## config.mk

```make
export PLATFORM = sky130hd
export DESIGN_NAME = counter_sequencer
export DESIGN_NICKNAME = d
export VERILOG_FILES = /design/src/rtl/counter_pkg.sv /design/src/rtl/counter_sequencer_tick_prescaler.sv /design/src/rtl/counter_sequencer.sv
export SDC_FILE = /design/constraint.sdc
export NUM_CORES = 1
export LEC_CHECK = 0
export BUFFER_PORTS_ARGS = -buffer_cell sky130_fd_sc_hd__buf_2
export CAP_MARGIN = 15
export CORE_MARGIN = 5
export CORE_UTILIZATION = 45
export DETAILED_ROUTE_END_ITERATION = 10
export PLACE_DENSITY_LB_ADDON = 0.2
export SYNTH_ARGS = -nofsm -noshare
export SYNTH_HDL_FRONTEND = slang
export SYNTH_SLANG_ARGS = --single-unit
```

## constraint.sdc

```tcl
create_clock -name clk -period 2.24 [get_ports clk]
set_input_delay 0.448 -clock clk [delete_from_list [all_inputs] [get_ports clk]]
set_output_delay 0.448 -clock clk [all_outputs]
set_load 0.01 [all_outputs]
```

## src/rtl/counter_pkg.sv

```systemverilog
// rtl/counter_pkg.sv - shared state, register map and field constants for counter_sequencer
package counter_pkg;

  typedef logic [1:0] state_t;

  // FSM states
  localparam state_t ST_IDLE = 2'd0;
  localparam state_t ST_LOAD = 2'd1;
  localparam state_t ST_RUN  = 2'd2;
  localparam state_t ST_DONE = 2'd3;

  // Host register addresses
  localparam logic [1:0] ADDR_START    = 2'd0;
  localparam logic [1:0] ADDR_END      = 2'd1;
  localparam logic [1:0] ADDR_CTRL     = 2'd2;
  localparam logic [1:0] ADDR_PRESCALE = 2'd3;

  // CTRL register fields
  localparam int CTRL_AUTO_RELOAD = 0;

endpackage

```

## src/rtl/counter_sequencer_tick_prescaler.sv

```systemverilog
// rtl/counter_sequencer_tick_prescaler.sv - divide-by-(div+1) tick generator with freeze and clear
module tick_prescaler #(
  parameter int WIDTH = 8
) (
  input  logic             clk,
  input  logic             rst_n,
  input  logic             clear,
  input  logic             hold,
  input  logic [WIDTH-1:0] div,
  output logic             tick
);

  logic [WIDTH-1:0] count;

  // A tick is issued in the cycle the count reaches div, unless frozen.
  assign tick = (count == div) && !hold;

  // Count unfrozen cycles, wrapping to zero on each tick; clear wins over everything.
  always_ff @(posedge clk or negedge rst_n) begin
    if (!rst_n) begin
      count <= '0;
    end else if (clear) begin
      count <= '0;
    end else if (!hold) begin
      count <= tick ? '0 : count + WIDTH'(1);
    end
  end

endmodule

```

## src/rtl/counter_sequencer.sv

```systemverilog
// rtl/counter_sequencer.sv - host-programmed sequencer driving an external load/enable up-counter
module counter_sequencer
  import counter_pkg::*;
#(
  parameter int WIDTH = 8
) (
  input  logic             clk,
  input  logic             rst_n,
  input  logic             cfg_valid,
  output logic             cfg_ready,
  input  logic [1:0]       cfg_addr,
  input  logic [WIDTH-1:0] cfg_data,
  input  logic             start,
  input  logic             pause,
  input  logic             abort,
  input  logic [WIDTH-1:0] cnt_value,
  output logic             cnt_load,
  output logic [WIDTH-1:0] cnt_load_val,
  output logic             cnt_en,
  output logic             busy,
  output logic             done,
  output logic [WIDTH-1:0] reload_cnt
);

  state_t           state;
  state_t           state_nxt;
  logic [WIDTH-1:0] start_val;
  logic [WIDTH-1:0] end_val;
  logic [WIDTH-1:0] prescale;
  logic             auto_reload;
  logic             cfg_we;
  logic             terminal;
  logic             tick;

  assign cfg_we   = cfg_valid && cfg_ready;
  assign terminal = (cnt_value == end_val);

  // Prescaler only advances in RUN; it restarts from zero on every load.
  tick_prescaler #(.WIDTH(WIDTH)) u_tick_prescaler (
    .clk   (clk),
    .rst_n (rst_n),
    .clear (state == ST_LOAD),
    .hold  ((state != ST_RUN) || pause),
    .div   (prescale),
    .tick  (tick)
  );

  // Counter controls and status; abort suppresses every strobe in its cycle.
  always_comb begin
    cfg_ready    = (state == ST_IDLE);
    busy         = (state == ST_LOAD) || (state == ST_RUN);
    done         = (state == ST_DONE) && !abort;
    cnt_load     = (state == ST_LOAD) && !abort;
    cnt_en       = (state == ST_RUN) && tick && !terminal && !abort;
    cnt_load_val = start_val;
  end

  // Host register file, writable only while idle.
  always_ff @(posedge clk or negedge rst_n) begin
    if (!rst_n) begin
      start_val   <= '0;
      end_val     <= '0;
      prescale    <= '0;
      auto_reload <= 1'b0;
    end else if (cfg_we) begin
      case (cfg_addr)
        ADDR_START:    start_val   <= cfg_data;
        ADDR_END:      end_val     <= cfg_data;
        ADDR_CTRL:     auto_reload <= cfg_data[CTRL_AUTO_RELOAD];
        ADDR_PRESCALE: prescale    <= cfg_data;
        default:       start_val   <= start_val;
      endcase
    end
  end

  // Next-state selection; abort beats start in IDLE and terminal in RUN.
  always_comb begin
    state_nxt = state;
    case (state)
      ST_IDLE: if (!abort && start) state_nxt = ST_LOAD;
      ST_LOAD: state_nxt = abort ? ST_IDLE : ST_RUN;
      ST_RUN: begin
        if (abort)         state_nxt = ST_IDLE;
        else if (terminal) state_nxt = auto_reload ? ST_LOAD : ST_DONE;
      end
      ST_DONE: state_nxt = ST_IDLE;
      default: state_nxt = ST_IDLE;
    endcase
  end

  // State register plus the saturating auto-reload tally, cleared by each accepted start.
  always_ff @(posedge clk or negedge rst_n) begin
    if (!rst_n) begin
      state      <= ST_IDLE;
      reload_cnt <= '0;
    end else begin
      state <= state_nxt;
      if ((state == ST_IDLE) && start && !abort) begin
        reload_cnt <= '0;
      end else if ((state == ST_RUN) && terminal && auto_reload && !abort &&
                   (reload_cnt != {WIDTH{1'b1}})) begin
        reload_cnt <= reload_cnt + WIDTH'(1);
      end
    end
  end

endmodule

```

==> summary.md, run 1 <==
| Metric | Value |
|---|---|
| Drt wl/cell | `about 15 um` |
| Critical Path End Type | `output pin` |
| Initial antenna violation count | `0` |
| R2R Setup Slk | `190 ps` |
| Max cap viols | `0` |
| Core Box Area | `4690 um2` |
| Psw | `slightly above 0.9 mW` |
| Die Ht | `around 79 um` |
| Largest net degree at the start of global routing | `26` |
| Worst Skew | `~4.3 ps` |
| First-pass GRT wire length | `approximately 7.8 mm` |
| Kind of critical path | `reg -> out` |
| # clock sinks | `43` |
| Final ANT Viol Nets | `0` |
| DIE AREA | `6260 um2` |
| Pre-CTS setup slack | `roughly 150 ps` |
| Final hold vios | `0` |
| CTS tree | `built` |
| Port Buf Inserts | `44` |
| Final Total Pwr | `about 2.9 mW` |
| Vias in the first global route | `roughly 1600` |
| Clock slew at reported path FFs | `roughly 80 ps` |
| Seq/Total Area, Yosys | `0.501` |
| Area Overhead vs Synth | `23.1%` |
| Initial DRC Count | `105` |
| Synth area leader | `dfrtp_1` |
| Fmax | `~470 MHz` |
| Count leader, synth | `dfrtp_1` |
| Synth Register Bits | `43` |
| HPWL Detailed | `around 3.5 mm` |
| Relative slew slack | `0.632` |
| CP Data Required Time | `between 1500 and 2000 ps` |
| Nets | `about 270` |
| Sw frac | `0.319` |
| Share of the synthesized area in the top cell type | `0.501` |
| Yosys Warn Count | `0` |
| Cell Count, Final, Fillers Out | `297` |
| Worst hold margin | `roughly 140 ps` |
| Clock power frac | `0.244` |
| Max rail drop VDD | `approximately 0.57 mV` |
| Worst min path class | `in -> async` |
| DP Cell Count | `287` |
| Placed Area | `about 2500 um2` |
| Final Max Tran Viols | `0` |
| FFs w/ async S/R, synth | `1.00` |
| Slew @ Worst Pin | `approximately 550 ps` |
| Final period utilization | `0.946` |
| Worst EP arrival | `approximately 1700 ps` |
| Share of cells above drive strength 1 | `0.383` |
| Post-synth EDFFs | `0` |
| Pwr Density | `approximately 1100 nW/um2` |
| Post-synthesis net count | `between 200 and 250` |
| P_leak | `between 1 and 1.5 nW` |
| Vias per cell | `roughly 5.2` |
| P_int | `approximately 2 mW` |
| Top cells by count, synth | `dfrtp_1 (43), mux2_2 (25), nor2_1 (20)` |
| Syn Area/Cell | `between 10 and 15 um2` |
| Distinct cells, synth | `31` |
| # rows | `25` |
| Final core occ | `0.564` |
| Combinational Power Share | `0.337` |
| Crit Path Max Fanout | `3` |
| Crit path launch type | `flop` |
| Top FF cell, synth | `dfrtp_1` |
| RSZ-0062 raised after global routing | `no` |
| Diode count | `0` |
| Final setup fails | `0` |
| Initial core utilization | `0.458` |
| Ranking of synthesized cells by area | `dfrtp_1 (50%), mux2_2 (13%), xnor2_1 (6.5%), xor2_1 (4.5%), ha_1 (3.5%)` |
| Drc violations | `0` |
| Number of I/O pins | `between 40 and 50` |
| GRT overflow | `0` |
| Clock Latency Late Sink | `approximately 290 ps` |
| Root cell of the clock tree | `clkbuf_8` |
| Gpl congestion | `around 0.82` |
| Crit path time final | `between 2000 and 2500 ps` |
| Reg-to-Reg End | `reload_cnt[5]` |
| Status | `completed` |
| R2R depth | `6` |
| Routed via count | `1551` |
| CTS H-Tree Depth | `2` |
| Final Cell Area | `~2600 um2` |
| Area of the mapped netlist | `roughly 2100 um2` |
| Setup_tns | `0 ps` |
| Router iterations before antenna repair | `4` |
| Critical R2R Launch | `reload_cnt[0]` |
| CTS buffer count | `5` |
| Final WS setup | `between 100 and 150 ps` |
| Synthesized netlist cell count | `186` |
| Clock Tree Buf Depth | `2` |
| All-layer global routing usage | `0.159` |
| Die width | `approximately 80 um` |
| Routed WL | `approximately 4.5 mm` |
| Share of power burned in registers | `0.419` |
==> critical path, cell delays in order (launching register included) <==
cell	delay (ps)
dfrtp_2	430
xor2_1	150
nor4_1	320
nand4_1	190
nor3_2	140
buf_2	160
==> worst max-delay path by stage <==
stage / startpoint / to / slack (ps) / cells past startpoint
after global routing: end_val[5] / cnt_en / 20 / 5
after floorplan: reload_cnt[0] / reload_cnt[7] / 280 / 6
after global placement: cnt_value[5] / reload_cnt[5] / 170 / 6
final: u_tick_prescaler.count[0] / cnt_en / 120 / 5
after CTS: u_tick_prescaler.count[3] / cnt_en / 0.9 / 5
after detailed placement: cnt_value[4] / reload_cnt[5] / 150 / 6
==> cell usage in the layout, fill, tap and decap left out, types with 2 or more instances in the layout <==
cell,instances
nand4_1,5
nand2_1,8
dfrtp_1,42
clkbuf_8,5
buf_4,8
nor4_1,4
mux2_4,2
o21ai_0,2
nor3_2,2
nor3_1,3
nor2_1,20
nand3_1,7
xor2_1,11
nand2b_1,2
mux2_2,25
buf_2,44
nor2b_1,5
bufinv_16,2
inv_1,7
ha_1,5
and3_1,2
xnor2_1,16
==> timing repair <==
| action | in CTS | in global routing |
|---|---|---|
| hold buffers | 0 | 0 |
| setup endpoints to repair | 0 | 1 |
| resized for setup | 0 | 6 |
| buffers inserted | 0 | 2 |
==> cell families (layout without fill, tap and decap cells) <==
| kind of cell | Yosys count | in the layout | share of synthesized area |
|---|---|---|---|
| simple gates | 61 | 61 | 0.147 |
| flops | 43 | 43 | 0.501 |
| mux | 28 | 28 | 0.150 |
| xor+xnor | 27 | 27 | 0.110 |
| compound gates | 11 | 11 | 0.0402 |
| buf+inv | 10 | 67 | 0.0175 |
| fa+ha+maj | 6 | 6 | 0.0349 |
==> power by group through the flow <==
stage	registers, mW	clock network (mW)	logic (mW)
final	1.22	0.708	0.979
after global routing	1.25	0.759	1.09
after CTS	1.22	0.726	0.945
after detailed placement	1.23	0	0.938
after global placement	1.21	0	0.930
after floorplan	1.22	0	0.632
==> state kept, by name (all words and copies together), names as in the netlist <==
signal                  count
cnt_load_val                8
end_val                     8
prescale                    8
reload_cnt                  8
u_tick_prescaler.count      8
state                       2
auto_reload                 1
==> routing by layer <==
| layer | GRT usage | part of all wire |
|---|---|---|
| met1 | 0.224 | 0.48 |
| met2 | 0.246 | 0.46 |
| met3 | 0.0363 | 0.054 |
| met4 | 0.0447 | 0.010 |
| met5 | 0 | 0 |
==> final cells by class <==
cell class                      count  area (um2)
Tap cell                           54        67.6
Fill cell                         408        2050
Timing Repair Buffer               52         280
Inverter                            7        26.3
Clock inverter                      2        60.1
Sequential cell                    43        1080
Multi-Input combinational cell    133        1060
Clock buffer                        6        72.6
Note: power is estimated with default switching activity, not from simulation.
==> run 2: changes to the inputs <==
--- a/config.mk
+++ b/config.mk
@@ -8,7 +8,7 @@
 export BUFFER_PORTS_ARGS = -buffer_cell sky130_fd_sc_hd__buf_2
 export CAP_MARGIN = 15
 export CORE_MARGIN = 5
-export CORE_UTILIZATION = 45
+export CORE_UTILIZATION = 54
 export DETAILED_ROUTE_END_ITERATION = 10
 export PLACE_DENSITY_LB_ADDON = 0.2
 export SYNTH_ARGS = -nofsm -noshare
==> run 2 against run 1 <==
Effect of this change:
- critical path depth is the same
- routed wire length shrank 8.0%
- global-route usage up 1.7 points
- worst setup slack better by 40 ps
- hold slack better by 68 ps
- critical endpoint unchanged
- highest routed layer unchanged
==> summary.md, run 2 (synthesis gave the netlist of run 1 again) <==
| Metric | Value |
|---|---|
| Number of I/O pins | `45 (unchanged)` |
| Diode count | `0 (unchanged)` |
| Pwr Density | `1090 nW/um2 (-0.31%)` |
| RSZ-0062 raised after global routing | `no` |
| Final ANT Viol Nets | `0 (unchanged)` |
| Crit path launch type | `flop` |
| Share of cells above drive strength 1 | `0.384 (+0.00158)` |
| Port Buf Inserts | `44 (unchanged)` |
| Crit path time final | `2080 ps (-40.2 ps)` |
| All-layer global routing usage | `0.176 (+0.0170)` |
| Placed Area | `2460 um2 (-0.51%)` |
| Max rail drop VDD | `0.675 mV (+19%)` |
| Worst hold margin | `209 ps (+68.0 ps)` |
| Worst EP arrival | `1630 ps (-40 ps)` |
| DP Cell Count | `282 (-1.7%)` |
| GRT overflow | `0 (unchanged)` |
| Pre-CTS setup slack | `145 ps (-1.49 ps)` |
| Final core occ | `0.667 (+0.104)` |
| Final Cell Area | `2630 um2 (-0.52%)` |
| Drt wl/cell | `14.3 um (-6.5%)` |
| First-pass GRT wire length | `7.18 mm (-8.1%)` |
| Commonest non-fill, non-tap cells in the layout | `buf_2 (44), dfrtp_1 (42), mux2_2 (25)` |
| CTS tree | `built` |
| Fmax | `481 MHz (+1.9%)` |
| Router iterations before antenna repair | `4 (unchanged)` |
| Core Box Area | `3940 um2 (-16%)` |
| Final hold vios | `0 (unchanged)` |
| FILL cells | `298 (-27%)` |
| Final WS setup | `160 ps (+40.2 ps)` |
| Drc violations | `0 (unchanged)` |
| Initial core utilization | `0.545 (+0.0871)` |
| Vias per cell | `5.28 (+1.1%)` |
| Final setup fails | `0 (unchanged)` |
| Hold buffers post-CTS | `0 (unchanged)` |
| Nets | `271 (-0.37%)` |
| CTS H-Tree Depth | `2 (unchanged)` |
| Commonest non-fill, non-tap cell in the layout | `buf_2` |
| Max cap viols | `0 (unchanged)` |
| Status | `completed` |
| CTS buffer count | `5 (unchanged)` |
| Cell Count, Final, Fillers Out | `292 (-1.7%)` |
| DIE AREA | `5340 um2 (-15%)` |
| P_leak | `1.26 nW (-0.15%)` |
| # rows | `23 (-8.0%)` |
| Worst Skew | `9.83 ps (+5.49 ps)` |
| # clock sinks | `43 (unchanged)` |
| HPWL Detailed | `3.07 mm (-11%)` |
| Final Total Pwr | `2.88 mW (-0.83%)` |
| Critical Path End Type | `output pin` |
| Clock slew at reported path FFs | `90 ps (about the same)` |
| Initial antenna violation count | `0 (unchanged)` |
| Die Ht | `73.1 um (-7.6%)` |
| Final Max Tran Viols | `0 (unchanged)` |
| CP Data Required Time | `1790 ps (about the same)` |
| Routed via count | `1542 (-0.58%)` |
| Clock Latency Late Sink | `300 ps (about the same)` |
| Routed WL | `4.18 mm (-8.0%)` |
| Relative slew slack | `0.644 (+0.0119)` |
| Clock Tree Buf Depth | `2 (unchanged)` |
| Die width | `73.1 um (-7.6%)` |
| Initial DRC Count | `55 (-48%)` |
| Crit Path Max Fanout | `7 (+4)` |
| Setup_tns | `0 ps (unchanged)` |
| Final period utilization | `0.928 (-0.0179)` |
| Gpl congestion | `0.781 (-4.5%)` |
| Largest net degree at the start of global routing | `44 (+69%)` |
| Root cell of the clock tree | `clkbuf_8` |
| Kind of critical path | `reg -> out` |
| Area Overhead vs Synth | `22.4%` |
| Slew @ Worst Pin | `534 ps (-17.9 ps)` |
| Vias in the first global route | `1547 (-3.7%)` |
| Worst min path class | `in -> async` |
==> run 2: changes by cell type in the layout (fill, tap and decap cells not counted), sizes merged <==
| cell | change |
|---|---|
| clkbuf | -1 |
| buf | -1 |
| clkinvlp | +1 |
==> run 2: worst paths after layout <==
kind,startpoint,to,slack [ps],depth (start not counted)
setup / recovery,end_val[1],cnt_en,160,5
hold / removal,rst_n,u_tick_prescaler.count[0],210,2
setup reg to reg,reload_cnt[0],reload_cnt[7],190,6
hold reg to reg,cnt_load_val[3],cnt_load_val[3],510,1
max in group asynchronous,rst_n,u_tick_prescaler.count[3],1640,2
min in group clk,cfg_data[6],cnt_load_val[6],410,2
==> run 2: routing by layer <==
layer	global-route usage	up-vias	part of all wire
li1	-	759	-
met1	0.237	742	0.48
met2	0.268	36	0.46
met3	0.0606	5	0.050
met4	0.0512	0	0.0091
met5	0	-	0
==> run 2: final cells by class <==
type                       count  area (um2)  area share
timing repair buffer          51         285       0.108
multi-input combinational    133        1040       0.397
clock buffer                   5        68.8      0.0262
tap                           50        62.6      0.0238
inverter                       7        26.3     0.00999
clock inverter                 3        67.6      0.0257
sequential                    43        1080       0.409
==> run 2: repair_timing <==
| item | 4_1_cts | 5_1_grt |
|---|---|---|
| setup endpoints to repair | 1 | 1 |
| resized for setup | 1 | 3 |
| buffers inserted | 0 | 2 |
| pin swaps | 0 | 5 |
==> run 2: where the power goes <==
group          switching [mW]  internal, mW  total, mW
clock network           0.269         0.444      0.714
logic                   0.457         0.501      0.958
registers               0.173          1.03       1.21
==> run 2: worst max-delay path, cell delays in order, from the launching register on <==
cell	delay [ps]
dfrtp_1	400
xnor2_1	190
nand4_1	320
nor2_1	230
nor3_2	60
buf_2	140
